### config.mk
export PLATFORM = sky130hd
export DESIGN_NAME = reorder_buffer
export DESIGN_NICKNAME = d
export VERILOG_FILES = /design/src/rtl/reorder_buffer.sv
export SDC_FILE = /design/constraint.sdc
export NUM_CORES = 1
export LEC_CHECK = 0
export ABC_AREA = 1
export BUFFER_PORTS_ARGS = -buffer_cell sky130_fd_sc_hd__buf_2
export CORE_ASPECT_RATIO = 2
export CORE_UTILIZATION = 25
export DETAILED_ROUTE_END_ITERATION = 8
export PLACE_DENSITY = 0.46
export SETUP_SLACK_MARGIN = 0.2
export SYNTH_ARGS = -nofsm -noshare
export SYNTH_HDL_FRONTEND = slang
export SYNTH_SLANG_ARGS = --single-unit
### constraint.sdc
create_clock -name clk -period 2.53 [get_ports clk]
set_input_delay 0 -clock clk [delete_from_list [all_inputs] [get_ports clk]]
set_output_delay 0 -clock clk [all_outputs]
set_load 0.02 [all_outputs]
### src/rtl/reorder_buffer.sv
// In-order retirement buffer: allocates at tail, marks entries done on completion,
// and retires at most one done head entry per cycle onto registered ret_* outputs.
module reorder_buffer #(
  parameter int DEPTH  = 16,
  parameter int IDX_W  = 4,
  parameter int PREG_W = 6
) (
  input  logic              clk,
  input  logic              rst_n,
  input  logic              flush,
  input  logic              alloc_valid,
  input  logic              alloc_has_rd,
  input  logic [4:0]        alloc_rd,
  input  logic [PREG_W-1:0] alloc_pd,
  input  logic [PREG_W-1:0] alloc_old_pd,
  output logic              alloc_ready,
  output logic [IDX_W-1:0]  alloc_idx,
  input  logic              cmp_valid,
  input  logic [IDX_W-1:0]  cmp_idx,
  input  logic [31:0]       cmp_value,
  output logic              ret_valid,
  output logic              ret_has_rd,
  output logic [4:0]        ret_rd,
  output logic [PREG_W-1:0] ret_pd,
  output logic [PREG_W-1:0] ret_old_pd,
  output logic [31:0]       ret_value,
  output logic [IDX_W:0]    count,
  output logic              empty,
  output logic              full
);

  localparam logic [IDX_W:0] FULL_CNT = (IDX_W+1)'(DEPTH);

  logic [IDX_W-1:0]  head;
  logic [IDX_W-1:0]  tail;
  logic [DEPTH-1:0]  ent_valid;
  logic [DEPTH-1:0]  ent_done;
  logic              ent_has_rd [DEPTH];
  logic [4:0]        ent_rd     [DEPTH];
  logic [PREG_W-1:0] ent_pd     [DEPTH];
  logic [PREG_W-1:0] ent_old_pd [DEPTH];
  logic [31:0]       ent_value  [DEPTH];

  logic alloc_fire;
  logic cmp_fire;
  logic ret_fire;

  assign full        = (count == FULL_CNT);
  assign empty       = (count == '0);
  assign alloc_ready = !full && !flush;
  assign alloc_idx   = tail;
  assign alloc_fire  = alloc_valid && alloc_ready;
  assign cmp_fire    = cmp_valid && ent_valid[cmp_idx];
  // Retire looks only at stored state, so a completion on this edge waits a cycle.
  assign ret_fire    = ent_valid[head] && ent_done[head];

  // NOTE: every register in this block is sequential state, so only non-blocking
  // assignments are used; mixing in blocking ones would create read-order races.
  always_ff @(posedge clk or negedge rst_n) begin
    if (!rst_n) begin
      head       <= '0;
      tail       <= '0;
      count      <= '0;
      ent_valid  <= '0;
      ent_done   <= '0;
      ret_valid  <= 1'b0;
      ret_has_rd <= 1'b0;
      ret_rd     <= '0;
      ret_pd     <= '0;
      ret_old_pd <= '0;
      ret_value  <= '0;
    end else if (flush) begin
      head      <= '0;
      tail      <= '0;
      count     <= '0;
      ent_valid <= '0;
      ent_done  <= '0;
      ret_valid <= 1'b0;
    end else begin
      ret_valid <= ret_fire;
      if (cmp_fire) ent_done[cmp_idx] <= 1'b1;
      // tail never aliases a valid entry while allocation is allowed, so these
      // writes cannot collide with completion or retire of the same slot.
      if (alloc_fire) begin
        ent_valid[tail] <= 1'b1;
        ent_done[tail]  <= 1'b0;
        tail            <= tail + 1'b1;
      end
      if (ret_fire) begin
        ent_valid[head] <= 1'b0;
        head            <= head + 1'b1;
        ret_has_rd      <= ent_has_rd[head];
        ret_rd          <= ent_rd[head];
        ret_pd          <= ent_pd[head];
        ret_old_pd      <= ent_old_pd[head];
        ret_value       <= ent_value[head];
      end
      case ({alloc_fire, ret_fire})
        2'b10:   count <= count + 1'b1;
        2'b01:   count <= count - 1'b1;
        default: count <= count;
      endcase
    end
  end

  // NOTE: payload storage is not reset; valid/done gate every use of it, and
  // leaving it unreset lets it map onto plain RAM without a clear sequence.
  always_ff @(posedge clk) begin
    if (alloc_fire) begin
      ent_has_rd[tail] <= alloc_has_rd;
      ent_rd[tail]     <= alloc_rd;
      ent_pd[tail]     <= alloc_pd;
      ent_old_pd[tail] <= alloc_old_pd;
    end
    if (cmp_fire) ent_value[cmp_idx] <= cmp_value;
  end

endmodule

; ---- Word level (Yosys, flattened, before mapping)
; Memory sizes are Yosys's and may differ from the RTL's. A register that Yosys moved wholly into a read port is not among the register bits.
; Cells that the tools add are included.
[totals]
reg_bits = 46
mem_bits_rw = 800
in_bits = 59
out_inout_bits = 63
word_cells = 81
n_memories = 5
[op_classes]
n_addsub = 4
magnitude_cmp = 6
eq_ne = 3
muxes = 31
n_bitwise = 7
n_reduce_logical = 19
[mem_list]
columns = memory, depth, width, rd, rd_ports_with_merged_regs, wr, line
row1 = ent_value, 16, 32, 1, 1, 1, 42  ; logic [31:0] ent_value [DEPTH];
row2 = ent_old_pd, 16, 6, 1, 1, 1, 41  ; logic [PREG_W-1:0] ent_old_pd [DEPTH];
row3 = ent_pd, 16, 6, 1, 1, 1, 40  ; logic [PREG_W-1:0] ent_pd [DEPTH];
row4 = ent_rd, 16, 5, 1, 1, 1, 39  ; logic [4:0] ent_rd [DEPTH];
row5 = ent_has_rd, 16, 1, 1, 1, 1, 38  ; logic ent_has_rd [DEPTH];
[op_table]
columns = operator, n
row1 = two-way mux 16 bit, 8
row2 = bitwise AND 16 bit, 2
row3 = NOT 16 bit, 2
row4 = OR 16 bit, 2
row5 = two-way mux 4 bit, 4
row6 = less-than comparator 4 x 5 -> 1 bit (second input constant), 3
row7 = binary-select mux 1 bit (select 4 bit), 3
row8 = demux 1 bit (select 4 bit), 3
row9 = greater-or-equal comparator 4 x 1 -> 1 bit (second input constant), 3
row10 = two-way mux 1 bit, 11
row11 = case mux 5 bit (2 select lines), 1
row12 = adder 4 x 1 -> 4 bit (second input constant), 2
row13 = logical AND 1 bit, 7
row14 = zero test 1 bit, 7
row15 = adder 5 x 1 -> 5 bit (second input constant), 1
row16 = equality test 5 bit (second input constant), 1
row17 = zero test 5 bit, 1
row18 = two-way mux 5 bit, 1
row19 = subtractor 5 x 1 -> 5 bit (second input constant), 1
row20 = nonzero test 2 bit, 2
row21 = nonzero test 3 bit, 1
row22 = equality test 2 x 1 -> 1 bit (second input constant), 1
row23 = equality test 2 bit (second input constant), 1
row24 = AND reduction 2 bit, 1
row25 = NOT 1 bit, 1

; ---- Logic depth before layout (Yosys ltp)
; Gate-level depths: netlist of the first run.
[logic_depth]
depth_word = 10
mapped_depth = 21

; ---- Worst setup path after synthesis of the first run
; No wires, ideal clock.
[synth_path]
kind = flip-flop to flip-flop
startpoint = register ent_valid[0]
endpoint = memory ent_value[10][0], enable pin
setup_ns = 0.423
arrival_time_ns = 2.356
required_time_ns = 2.107
setup_slack_ns = -0.248
path_stages_with_launch = 9
n_path_buf = 0
period_less_slack_ns = 2.778
cell_sequence = dfrtp_1 inv_1 o22ai_1 o21ai_0 nand3_1 o21ai_0 nor2_1 inv_1 nor2_1
[synth_between]
elab_chain_cells = 5
[synth_rtl]
columns = item, line
row1 = start: declaration, 36  ; logic [DEPTH-1:0] ent_valid;
row2 = start signal: assignment, 64  ; ent_valid <= '0;
row3 = start signal: assignment, 76  ; ent_valid <= '0;
row4 = start signal: indexed assignment, 85  ; ent_valid[tail] <= 1'b1;
row5 = binary-select mux 1 bit (select 4 bit), 53  ; assign cmp_fire = cmp_valid && ent_valid[cmp_idx];
row6 = two-way mux 1 bit (implied by the code), 53
row7 = logical AND 1 bit, 53
row8 = two-way mux 1 bit, 115  ; if (cmp_fire) ent_value[cmp_idx] <= cmp_value;
row9 = two-way mux 1 bit (implied by the code), 115
row10 = end: declaration, 42
; No other way between the ends. The select of a mux whose other input is x is not followed.

; ---- Final worst setup path of the first run
[layout_path]
startpoint = register head[0]
endpoint = register count[4]
[layout_between]
elab_chain_cells = 6
word_cells_on_any_way = 10
classes_between = 2 x eq/ne / 6 x mux / 2 x reduce/logical
[layout_rtl]
columns = item, line
row1 = start: declaration, 34  ; logic [IDX_W-1:0] head;
row2 = start signal: assignment, 91  ; head <= head + 1'b1;
row3 = binary-select mux 1 bit (select 4 bit), 55  ; assign ret_fire = ent_valid[head] && ent_done[head];
row4 = two-way mux 1 bit (implied by the code), 55
row5 = logical AND 1 bit (*), 55
row6 = equality test 2 x 1 -> 1 bit / equality test 2 bit (equally long branches), 98  ; case ({alloc_fire, ret_fire})
row7 = case mux 5 bit (2 select lines), 98
row8 = two-way mux 5 bit, 72  ; end else if (flush) begin
row9 = end signal: assignment, 99  ; 2'b10: count <= count + 1'b1;
row10 = end signal: assignment, 100  ; 2'b01: count <= count - 1'b1;
row11 = end signal: assignment, 101  ; default: count <= count;
row12 = end: declaration, 27  ; output logic [IDX_W:0] count,
; Every way passes the cells marked *; elsewhere a longest branch is shown, timed or not. The select of a mux whose other input is x is not followed.
; A chain may end at the register's enable or synchronous reset.

==> flow_summary_export.csv, run 1 <==
group,metric,value,unit
clock_tree,cts-htree-levels,3,
logic_synthesis,ys_seq_area_frac,0.7466,
clock_tree,cts-root-buf,"clkbuf_16",
timing,setup_violations,0,
global_route,antenna_found_initial,9,
logic_synthesis,synth_edf_count,800,
global_route,grt_pass1_wl,159100,µm
finish,fin_area,42580,µm²
min_path,min_path_type,"in -> async",
logic_synthesis,synth_top_area_share,0.6787,
finish,instances_no_fill,4950,
routing,drc_errors,0,
placed_design,hpwl,65120,µm
timing,rsz0062_at_grt,"yes",
timing,setup_tns,0,ns
critical_path,crit_fanout,6,
floorplanning,die_y,534.1,µm
power,power_leakage,14.76,nW
critical_path,crit_arrival,2.81,ns
power,peakVddDrop,0.4120,mV
routing,wl_per_cell,22.01,µm
logic_synthesis,avgSynthCellArea,12.59,µm²
routing,wl,108900,µm
logic_synthesis,ys_seq_elements,896,
global_route,grt_usage,0.1521,
floorplanning,die_area,143200,µm²
logic_synthesis,syn_nets,2880,
logic_synthesis,synth_area,35400,µm²
power,power.total,29.38,mW
finish,final_layout_size_suffix_gt1_frac,0.1444,
routing,drtAntennaViolNets,0,
finish,final_common_cell,"edfxtp_1",
critical_path,cp-end-kind,"register",
global_route,grt_start_max_net_pins,101,
finish,mostFrequentLayoutCells,"edfxtp_1, nor2_1, o21ai_0",
clock_tree,cts_tree,"yes",
timing,worstMarginPinSlew,0.6178,ns
floorplanning,start_util,0.2514,
job,cap_violations,0,
logic_synthesis,async_reset_ff_frac,0.1071,
routing,vias,22830,
logic_synthesis,ys_warn_count,0,
finish,fin_nets,3080,
placed_design,pre_cts_ws,0.1246,ns
power,cellPowerDensity,690.1,nW/µm²
floorplanning,die_x,268.1,µm
placed_design,dp_cells,4743,
critical_path,crit_type,"reg -> reg",
clock_tree,clock_latency,0.66,ns
logic_synthesis,yosysTopAreaCell,"edfxtp_1",
placed_design,port_buffers,121,
finish,fill_cells,14210,
placed_design,routabilityCongestion,0.8002,
finish,final_util,0.3024,
logic_synthesis,netlist_top_cells_area,"edfxtp_1, dfrtp_1, o21ai_0, nor2_1, o22ai_1",
clock_tree,clockBufferDepth,3,
placed_design,placed_area,39320,µm²
clock_tree,clock_sinks,896,
clock_tree,cts_made_buffers,77,
timing,fin_ws,0.2642,ns
floorplanning,placeableCoreArea,140800,µm²
routing,avgViaCountPerCell,4.611,
timing,worst_hold_slack,0.01200,ns
critical_path,start_kind,"register",
routing,dr.pass1.iters,7,
routing,first_iter_violations,1597,
logic_synthesis,ys.flop_type,"edfxtp_1",
logic_synthesis,syn-instance-count,2811,
floorplanning,rows,195,
logic_synthesis,synth.distinct_cells,34,
critical_path,cp.required,3.07,ns
timing,drv_slew,0,
clock_tree,clkTransAtPathRegs,0.07,ns
status,outcome,"finished clean",
timing,fmax,441.3,MHz
timing,finClkSkew,0.03094,ns
floorplanning,ios,122,
finish,syn2layout_area_growth,20.29,%
timing,relSlewSlack,0.5882,
global_route,overflow,0,
global_route,grt_pass1_vias,23030,
timing,post-route-period-util,0.8956,
timing,final-hold-violation-count,0,
timing,fin_crit,2.266,ns
==> cell usage after synthesis, types with 7 or more instances <==
cell,count
nor2_1,472
inv_2,7
o21ai_2,19
o22ai_1,210
dfrtp_1,96
inv_1,94
o211ai_1,12
buf_2,40
edfxtp_1,800
nand3_1,88
ha_1,10
a21oi_1,52
o21ai_1,31
o21a_1,10
clkbuf_1,106
nand2_2,11
nand2_1,291
buf_6,11
buf_1,18
o21ai_0,414
==> path summary, 6_finish.rpt <==
check                              start          endpoint  slack (ns)  cells after the start
max                              head[0]          count[4]        0.26                     18
min                                rst_n     ret_old_pd[3]        0.01                      3
max reg2reg                      head[0]          count[4]        0.26                     18
min reg2reg                ret_old_pd[1]     ret_old_pd[1]        0.48                      2
max in group asynchronous          rst_n      ret_value[4]        2.14                      3
min in group clk              cmp_idx[3]  ent_value[13][1]        0.19                      5
==> flip-flops by register name, summed over array words and instances, names as in the netlist, 6 cells and up <==
register    count
ent_value     512
ent_old_pd     96
ent_pd         96
ent_rd         80
ret_value      32
ent_done       16
ent_has_rd     16
ent_valid      16
ret_old_pd      6
ret_pd          6
==> per-layer routing <==
metal	vias up	routed length (µm)	track usage
li1	10570	-	-
met1	11660	42270	0.1720
met2	442	59770	0.2892
met3	147	3803	0.01976
met4	4	3059	0.04782
met5	-	31	0
==> cell type report <==
class | instances | area (µm²) | share of cell area
diodes | 4 | 10.01 | 0.0002351
clock inverters | 37 | 431.7 | 0.01014
flip-flops and latches | 896 | 26430 | 0.6208
multi-input cells | 1636 | 8001 | 0.1879
repair inverters | 1 | 6.256 | 0.0001469
inverters | 102 | 407.9 | 0.009580
repair buffers | 297 | 2806 | 0.06591
clock buffers | 106 | 2140 | 0.05025
well taps | 1871 | 2341 | 0.05498
==> kinds of logic after synthesis <==
logic type	count (synthesis)	share of synthesized area
AND/OR/NAND/NOR	871	0.09792
multiplexers	1	0.0002828
buffers and inverters	279	0.03348
AO/OA/AOI/OAI	752	0.1177
adder cells (fa/ha/maj)	10	0.003535
flip-flops	896	0.7466
XOR/XNOR	2	0.0004950
==> worst max-delay path, cell delays in order (launching register included) <==
cell	delay, ns
dfrtp_4	0.51
buf_4	0.17
nand2_1	0.07
nand3_1	0.08
nand2_1	0.05
nand2_1	0.05
nand2_1	0.09
nor2_4	0.19
inv_2	0.09
nand3_4	0.09
inv_1	0.10
ha_4	0.30
nand4_1	0.09
nand2_1	0.07
inv_1	0.05
nand2_1	0.06
nand2_1	0.04
nand3_1	0.06
nand2_1	0.05
==> power breakdown <==
group / total [mW] / switching, mW / internal, mW
clock network: 12.3 / 5.51 / 6.82
logic: 0.809 / 0.574 / 0.235
registers: 16.3 / 0.0547 / 16.2
==> what timing repair did <==
item / 4_1_cts / 5_1_grt
hold buffers: 54 / 0
setup endpoints to repair: 33 / 514
hold endpoints to repair: 914 / 0
buffers inserted: 5 / 0
pin swaps: 0 / 2
cloned: 1 / 0
gates resized for setup: 5 / 12
(Power assumes the default switching activity.)
==> inputs of run 2 (changes only) <==
Settings changed: ABC_AREA 1 to default, ABC_CLOCK_PERIOD_IN_PS from default to 2530, SLEW_MARGIN from default to 20.
==> run 2 against run 1 <==
  * The run now ends with setup timing left
  * Combinational power fell by 23%
  * Area after synthesis is 1.4% lower
  * Worst hold slack better by 0.22 ns
  * Non-clock buffer count is 122 higher
  * Critical endpoint unchanged
  * Largest cell class unchanged
==> flow_summary_export.csv, run 2 <==
group,metric,value,unit
power,seqPwrFrac,0.546,
timing,relSlewSlack,0.4576,
routing,drtAntennaViolNets,0,
logic_synthesis,syn-instance-count,1506,
routing,wl,102800,µm
placed_design,port_buffers,121,
min_path,whs_path_depth,2,
critical_path,cp_slowest_stage_delay,0.53,ns
timing,fin_crit,2.695,ns
critical_path,crit_arrival,3.30,ns
routing,drc_errors,0,
power,p_int,23.29,mW
timing,finClkSkew,0.03748,ns
logic_synthesis,netlist_top_cells_area,"edfxtp_1, mux4_2, dfrtp_1, mux2_4, nor2_1",
placed_design,routabilityCongestion,0.7728,
critical_path,r2r_cells,12,
power,swShare,0.2134,
placed_design,hpwl,56120,µm
finish,fin_area,45000,µm²
critical_path,slowest_stage,"mux4_2",
floorplanning,rows,193,
finish,top_regs,"ent_value (512), ent_old_pd (96), ent_pd (96)",
clock_tree,clockBufferDepth,3,
floorplanning,ios,122,
timing,fin_ws,-0.1655,ns
critical_path,crit_chain,"mux4_2 > o21ai_2 > buf_6 > a31oi_4 > o21ai_4 > inv_1 > ha_4 > a31oi_1 > nor4_1 > buf_4 > nor3_1 > nor3_1",
logic_synthesis,yosysTopAreaCell,"edfxtp_1",
clock_tree,clock_sinks,896,
status,outcome,"finished with violations",
status,violations,"setup timing",
global_route,overflow,0,
logic_synthesis,ys.flop_type,"edfxtp_1",
global_route,grt_pass1_wl,138700,µm
timing,post-route-period-util,1.065,
logic_synthesis,yosys-top-cells-count,"edfxtp_1, mux4_2, dfrtp_1",
floorplanning,die_area,141200,µm²
clock_tree,clock_latency,0.70,ns
min_path,min_path_type,"in -> reg",
floorplanning,die_x,266.2,µm
finish,instances_no_fill,3857,
finish,final_util,0.3252,
floorplanning,placeableCoreArea,138400,µm²
floorplanning,die_y,530.5,µm
finish,final_layout_size_suffix_gt1_frac,0.4311,
global_route,antenna_found_initial,8,
logic_synthesis,synthMostInstantiatedCell,"edfxtp_1",
timing,final-hold-violation-count,0,
logic_synthesis,ys_seq_area_frac,0.7570,
power,cellPowerDensity,658.0,nW/µm²
critical_path,path_common_cell,"nor3_1",
logic_synthesis,synth.distinct_cells,51,
floorplanning,start_util,0.2523,
finish,final_common_cell,"edfxtp_1",
clock_tree,cts_made_buffers,85,
critical_path,crit_fanout,7,
global_route,grt_usage,0.1398,
clock_tree,cts-root-buf,"clkbuf_16",
routing,avgViaCountPerCell,4.456,
finish,syn2layout_area_growth,28.91,%
critical_path,crit_type,"reg -> reg",
logic_synthesis,async_reset_ff_frac,0.1071,
timing,worst_hold_slack,0.2290,ns
power,power_frac_comb,0.021,
power,clkPwrFrac,0.433,
power,peakVddDrop,0.5999,mV
timing,fmax,371.0,MHz
clock_tree,cts-htree-levels,3,
logic_synthesis,synth_edf_count,800,
logic_synthesis,ys_warn_count,0,
routing,dr.pass1.iters,5,
timing,rsz0062_at_grt,"yes",
power,power_switching,6.318,mW
finish,fin_nets,2002,
clock_tree,clkTransAtPathRegs,0.07,ns
global_route,grt_start_max_net_pins,77,
logic_synthesis,ys_seq_elements,896,
routing,first_iter_violations,1120,
finish,mostFrequentLayoutCells,"edfxtp_1, mux4_2, buf_2",
placed_design,dp_cells,3537,
timing,setup_violations,2,
critical_path,cp-end-kind,"register",
routing,wl_per_cell,26.66,µm
power,power_leakage,14.82,nW
job,cap_violations,0,
clock_tree,cts_tree,"yes",
finish,largest_reg_flops,512,
logic_synthesis,synth_top_area_share,0.6882,
critical_path,cp.required,3.13,ns
routing,vias,17190,
global_route,grt_pass1_vias,18660,
logic_synthesis,syn_nets,1575,
timing,drv_slew,0,
finish,top_register,"ent_value",
critical_path,start_kind,"register",
timing,worstMarginPinSlew,0.8137,ns
logic_synthesis,avgSynthCellArea,23.18,µm²
logic_synthesis,synth_area,34910,µm²
placed_design,placed_area,39350,µm²
run 2: per-layer routing:
layer	share of wire	GRT usage	vias to the layer above
li1	-	-	7256
met1	0.36	0.1520	9410
met2	0.58	0.2725	391
met3	0.037	0.02029	122
met4	0.026	0.04490	6
met5	0.00044	0	-
run 2: power by group through the flow:
stage	clock, mW	sequential [mW]	combinational, mW
6_report	12.8	16.2	0.620
3_3_place_gp	0	16.5	0.510
3_5_place_dp	0	16.5	0.531
5_1_grt	13.7	16.2	0.682
4_1_cts	13.2	16.2	0.627
2_1_floorplan	0	16.5	0.145
run 2: area by class of cell:
class	instances	area (µm²)
Inverter	9	33.78
Multi-Input combinational cell	522	8288
Sequential cell	896	26440
Clock inverter	56	490.5
Antenna cell	1	2.502
Clock buffer	102	2273
Tap cell	1852	2317
Fill cell	13110	93370
Timing Repair Buffer	419	5154
run 2: path summary, 6_finish.rpt:
check	startpoint	endpoint	slack, ns
min in group asynchronous	rst_n	count[0]	0.45
setup reg to reg	head[1]	count[4]	-0.17
hold / removal	alloc_rd[3]	ent_rd[12][3]	0.23
max in group asynchronous	rst_n	ret_old_pd[0]	1.68
setup / recovery	head[1]	count[4]	-0.17
hold reg to reg	ret_value[6]	ret_value[6]	0.50
run 2: kinds of logic after synthesis:
group | share of synthesized area
buffers and inverters | 0.01563
flip-flops | 0.7570
AND/OR/NAND/NOR | 0.02032
AO/OA/AOI/OAI | 0.01348
adder cells (fa/ha/maj) | 0.003584
multiplexers | 0.1885
XOR/XNOR | 0.001506
run 2: worst max-delay path: cells and delay by family, from the launching register on:
| family | cells | cell delay, ns |
|---|---|---|
| flip-flops | 1 | 0.49 |
| buffers and inverters | 3 | 0.39 |
| AND/OR/NAND/NOR | 3 | 0.42 |
| multiplexers | 1 | 0.53 |
| AO/OA/AOI/OAI | 4 | 0.47 |
| adder cells (fa/ha/maj) | 1 | 0.30 |
run 2: through the flow:
step / setup slack [ns] / power, mW / setup TNS, ns
6_report: -0.1655 / 29.61 / -0.1911
3_3_place_gp: -0.3663 / 17.00 / -9.831
2_1_floorplan: -0.06599 / 16.65 / -0.06599
4_1_cts: -0.1813 / 30.00 / -0.8742
3_5_place_dp: -0.2619 / 17.02 / -4.724
5_1_grt: -0.3525 / 30.53 / -2.752
run 2: timing repair:
action                                  in CTS  in global routing
resized for setup                           68                 86
endpoints found under the setup margin     251                408
hold buffers                                60                  0
hold endpoints to repair                   945                  0
gates cloned                                15                 29
setup buffers                               35                 22
pin swaps                                   11                 19
==> inputs of run 3 (changes only) <==
Settings changed: PLACE_DENSITY 0.46 to 0.41.
==> run 3 against run 2 <==
  * Worst setup slack worse by 0.090 ns
  * Maximum frequency down 3.2%
  * Final area up 1.5%
  * Clock-buffer cell count down 7
  * Combinational power up 1%
  * Die area unchanged
  * The run still ends with setup timing left
  * Total power up 1.4%
  * Largest cell class unchanged
  * Via count up 1.8%
  * Largest power group unchanged
  * Critical path type unchanged
  * Global-route usage up 1.2 points
  * First-iteration DRC count down 3.5%
==> flow_summary_export.csv, run 3 (same netlist as run 2, synthesis figures left out) <==
group,metric,value,unit
clock_tree,clock_sinks,896,
timing,final-hold-violation-count,0,
critical_path,slowest_stage,"mux4_2",
critical_path,crit_fanout,7,
timing,relSlewSlack,0.4899,
routing,dr.pass1.iters,5,
timing,fmax,359.0,MHz
timing,worst_hold_slack,0.2317,ns
floorplanning,ios,122,
timing,rsz0062_at_grt,"yes",
finish,top_register,"ent_value",
critical_path,crit_family,"compound AO/OA/AOI/OAI gates",
critical_path,r2r_cells,11,
finish,final_layout_size_suffix_gt1_frac,0.4466,
critical_path,start_kind,"register",
floorplanning,die_x,266.2,µm
finish,instances_no_fill,3914,
global_route,grt_start_max_net_pins,54,
critical_path,worstReg2RegStart,"head[1]",
clock_tree,cts-htree-levels,3,
global_route,overflow,0,
finish,largest_reg_flops,512,
min_path,whs_path_depth,2,
timing,finClkSkew,0.02676,ns
routing,wl_per_cell,28.01,µm
global_route,grt_pass1_wl,149900,µm
clock_tree,cts_tree,"yes",
timing,setup_violations,96,
floorplanning,rows,193,
finish,syn2layout_area_growth,30.86,%
floorplanning,die_area,141200,µm²
critical_path,crit_type,"reg -> reg",
floorplanning,placeableCoreArea,138400,µm²
routing,drtAntennaViolNets,0,
finish,fin_nets,2060,
global_route,grt_pass1_vias,19200,
floorplanning,start_util,0.2523,
timing,setup_tns,-6.471,ns
power,power_leakage,15.19,nW
global_route,grt_usage,0.1523,
placed_design,port_buffers,121,
finish,top_regs,"ent_value (512), ent_old_pd (96), ent_pd (96)",
clock_tree,cts-root-buf,"clkbuf_16",
timing,drv_slew,0,
timing,fin_ws,-0.2554,ns
critical_path,cp_slowest_stage_delay,0.54,ns
critical_path,cp.required,3.07,ns
job,cap_violations,0,
critical_path,startpoint,"head[1]",
routing,wl,109600,µm
finish,final_common_cell,"edfxtp_1",
placed_design,pre_cts_ws,-0.3829,ns
finish,regArea,26440,µm²
clock_tree,clockBufferDepth,3,
finish,fill_cells,13060,
timing,fin_crit,2.785,ns
status,outcome,"finished with violations",
clock_tree,clock_latency,0.69,ns
critical_path,crit_buf_inv,1,
timing,post-route-period-util,1.101,
clock_tree,cts_made_buffers,85,
routing,drc_errors,0,
critical_path,crit_arrival,3.33,ns
placed_design,hpwl,60180,µm
finish,multi_input_area,8352,µm²
clock_tree,clkTransAtPathRegs,0.06,ns
min_path,min_path_type,"in -> reg",
min_path,hold_path.startpoint,"alloc_old_pd[2]",
power,peakVddDrop,0.4814,mV
routing,avgViaCountPerCell,4.468,
routing,vias,17490,
critical_path,cp-end-kind,"register",
finish,mostFrequentLayoutCells,"edfxtp_1, mux4_2, buf_2",
status,violations,"setup timing",
placed_design,dp_cells,3573,
critical_path,cp_num_cells,11,
placed_design,routabilityCongestion,0.7720,
floorplanning,die_y,530.5,µm
critical_path,crit_chain,"mux4_2 > o21ai_2 > buf_6 > a31oi_4 > o21ai_4 > xnor2_1 > ha_2 > o31a_1 > a2111oi_4 > o21a_1 > nor3_1",
timing,worstMarginPinSlew,0.7652,ns
power,cellPowerDensity,657.5,nW/µm²
global_route,antenna_found_initial,6,
routing,first_iter_violations,1081,
-- run 3: cell types whose count changed in the layout (fill, tap and decap cells not counted), sizes merged, moves of 3 or more --
cell and change:
buf +63, bufinv +6, clkbuf -16, clkinv -3, nor2 +3
-- run 3: metal layers --
metal  routed length (µm)  GRT usage  up-vias  share of wire
li1                     -          -     7364              -
met1                38960     0.1638     9622           0.36
met2                63770     0.2976      347           0.58
met3                 3636    0.02159      150          0.033
met4                 3255    0.05257        4          0.030
met5                   27          0        -        0.00025
-- run 3: path summary, 6_finish.rpt --
kind | slack [ns] | endpoint
worst min-delay path | 0.23 | ent_old_pd[13][2]
worst max register to register | -0.26 | count[4]
max in group asynchronous | 1.64 | ret_old_pd[3]
worst max-delay path | -0.26 | count[4]
min in group asynchronous | 0.42 | count[0]
worst min register to register | 0.50 | ret_value[10]
-- run 3: stage by stage --
step	instance area [µm²]	power, mW	utilization
after detailed placement	39580	17.03	0.2861
after global placement	39580	17.01	0.2861
after floorplan	35150	16.65	-
after global routing	45680	30.97	0.3301
final	45680	30.03	0.3301
after CTS	44850	30.48	0.3241
-- run 3: area by class of cell --
class	count	share of cell area
clock inverter	61	0.01394
tap	1852	0.05073
sequential	896	0.5788
multi-input combinational	525	0.1828
timing repair buffer	474	0.1252
antenna	2	0.0001096
inverter	9	0.0007395
clock buffer	95	0.04760
-- run 3: report_power, final --
part           switching [mW]  leakage (nW)  internal, mW  total, mW
logic                   0.417          5.30         0.211      0.628
clock network            5.93          1.37          7.31       13.2
registers              0.0199          8.52          16.2       16.2
-- run 3: what timing repair did --
| item | in CTS | in global routing |
|---|---|---|
| pin swaps | 24 | 23 |
| hold buffers | 59 | 0 |
| gates resized for setup | 104 | 95 |
| endpoints found under the setup margin | 418 | 581 |
| hold endpoints to repair | 943 | 0 |
| gates cloned | 30 | 16 |
| buffers inserted | 67 | 11 |
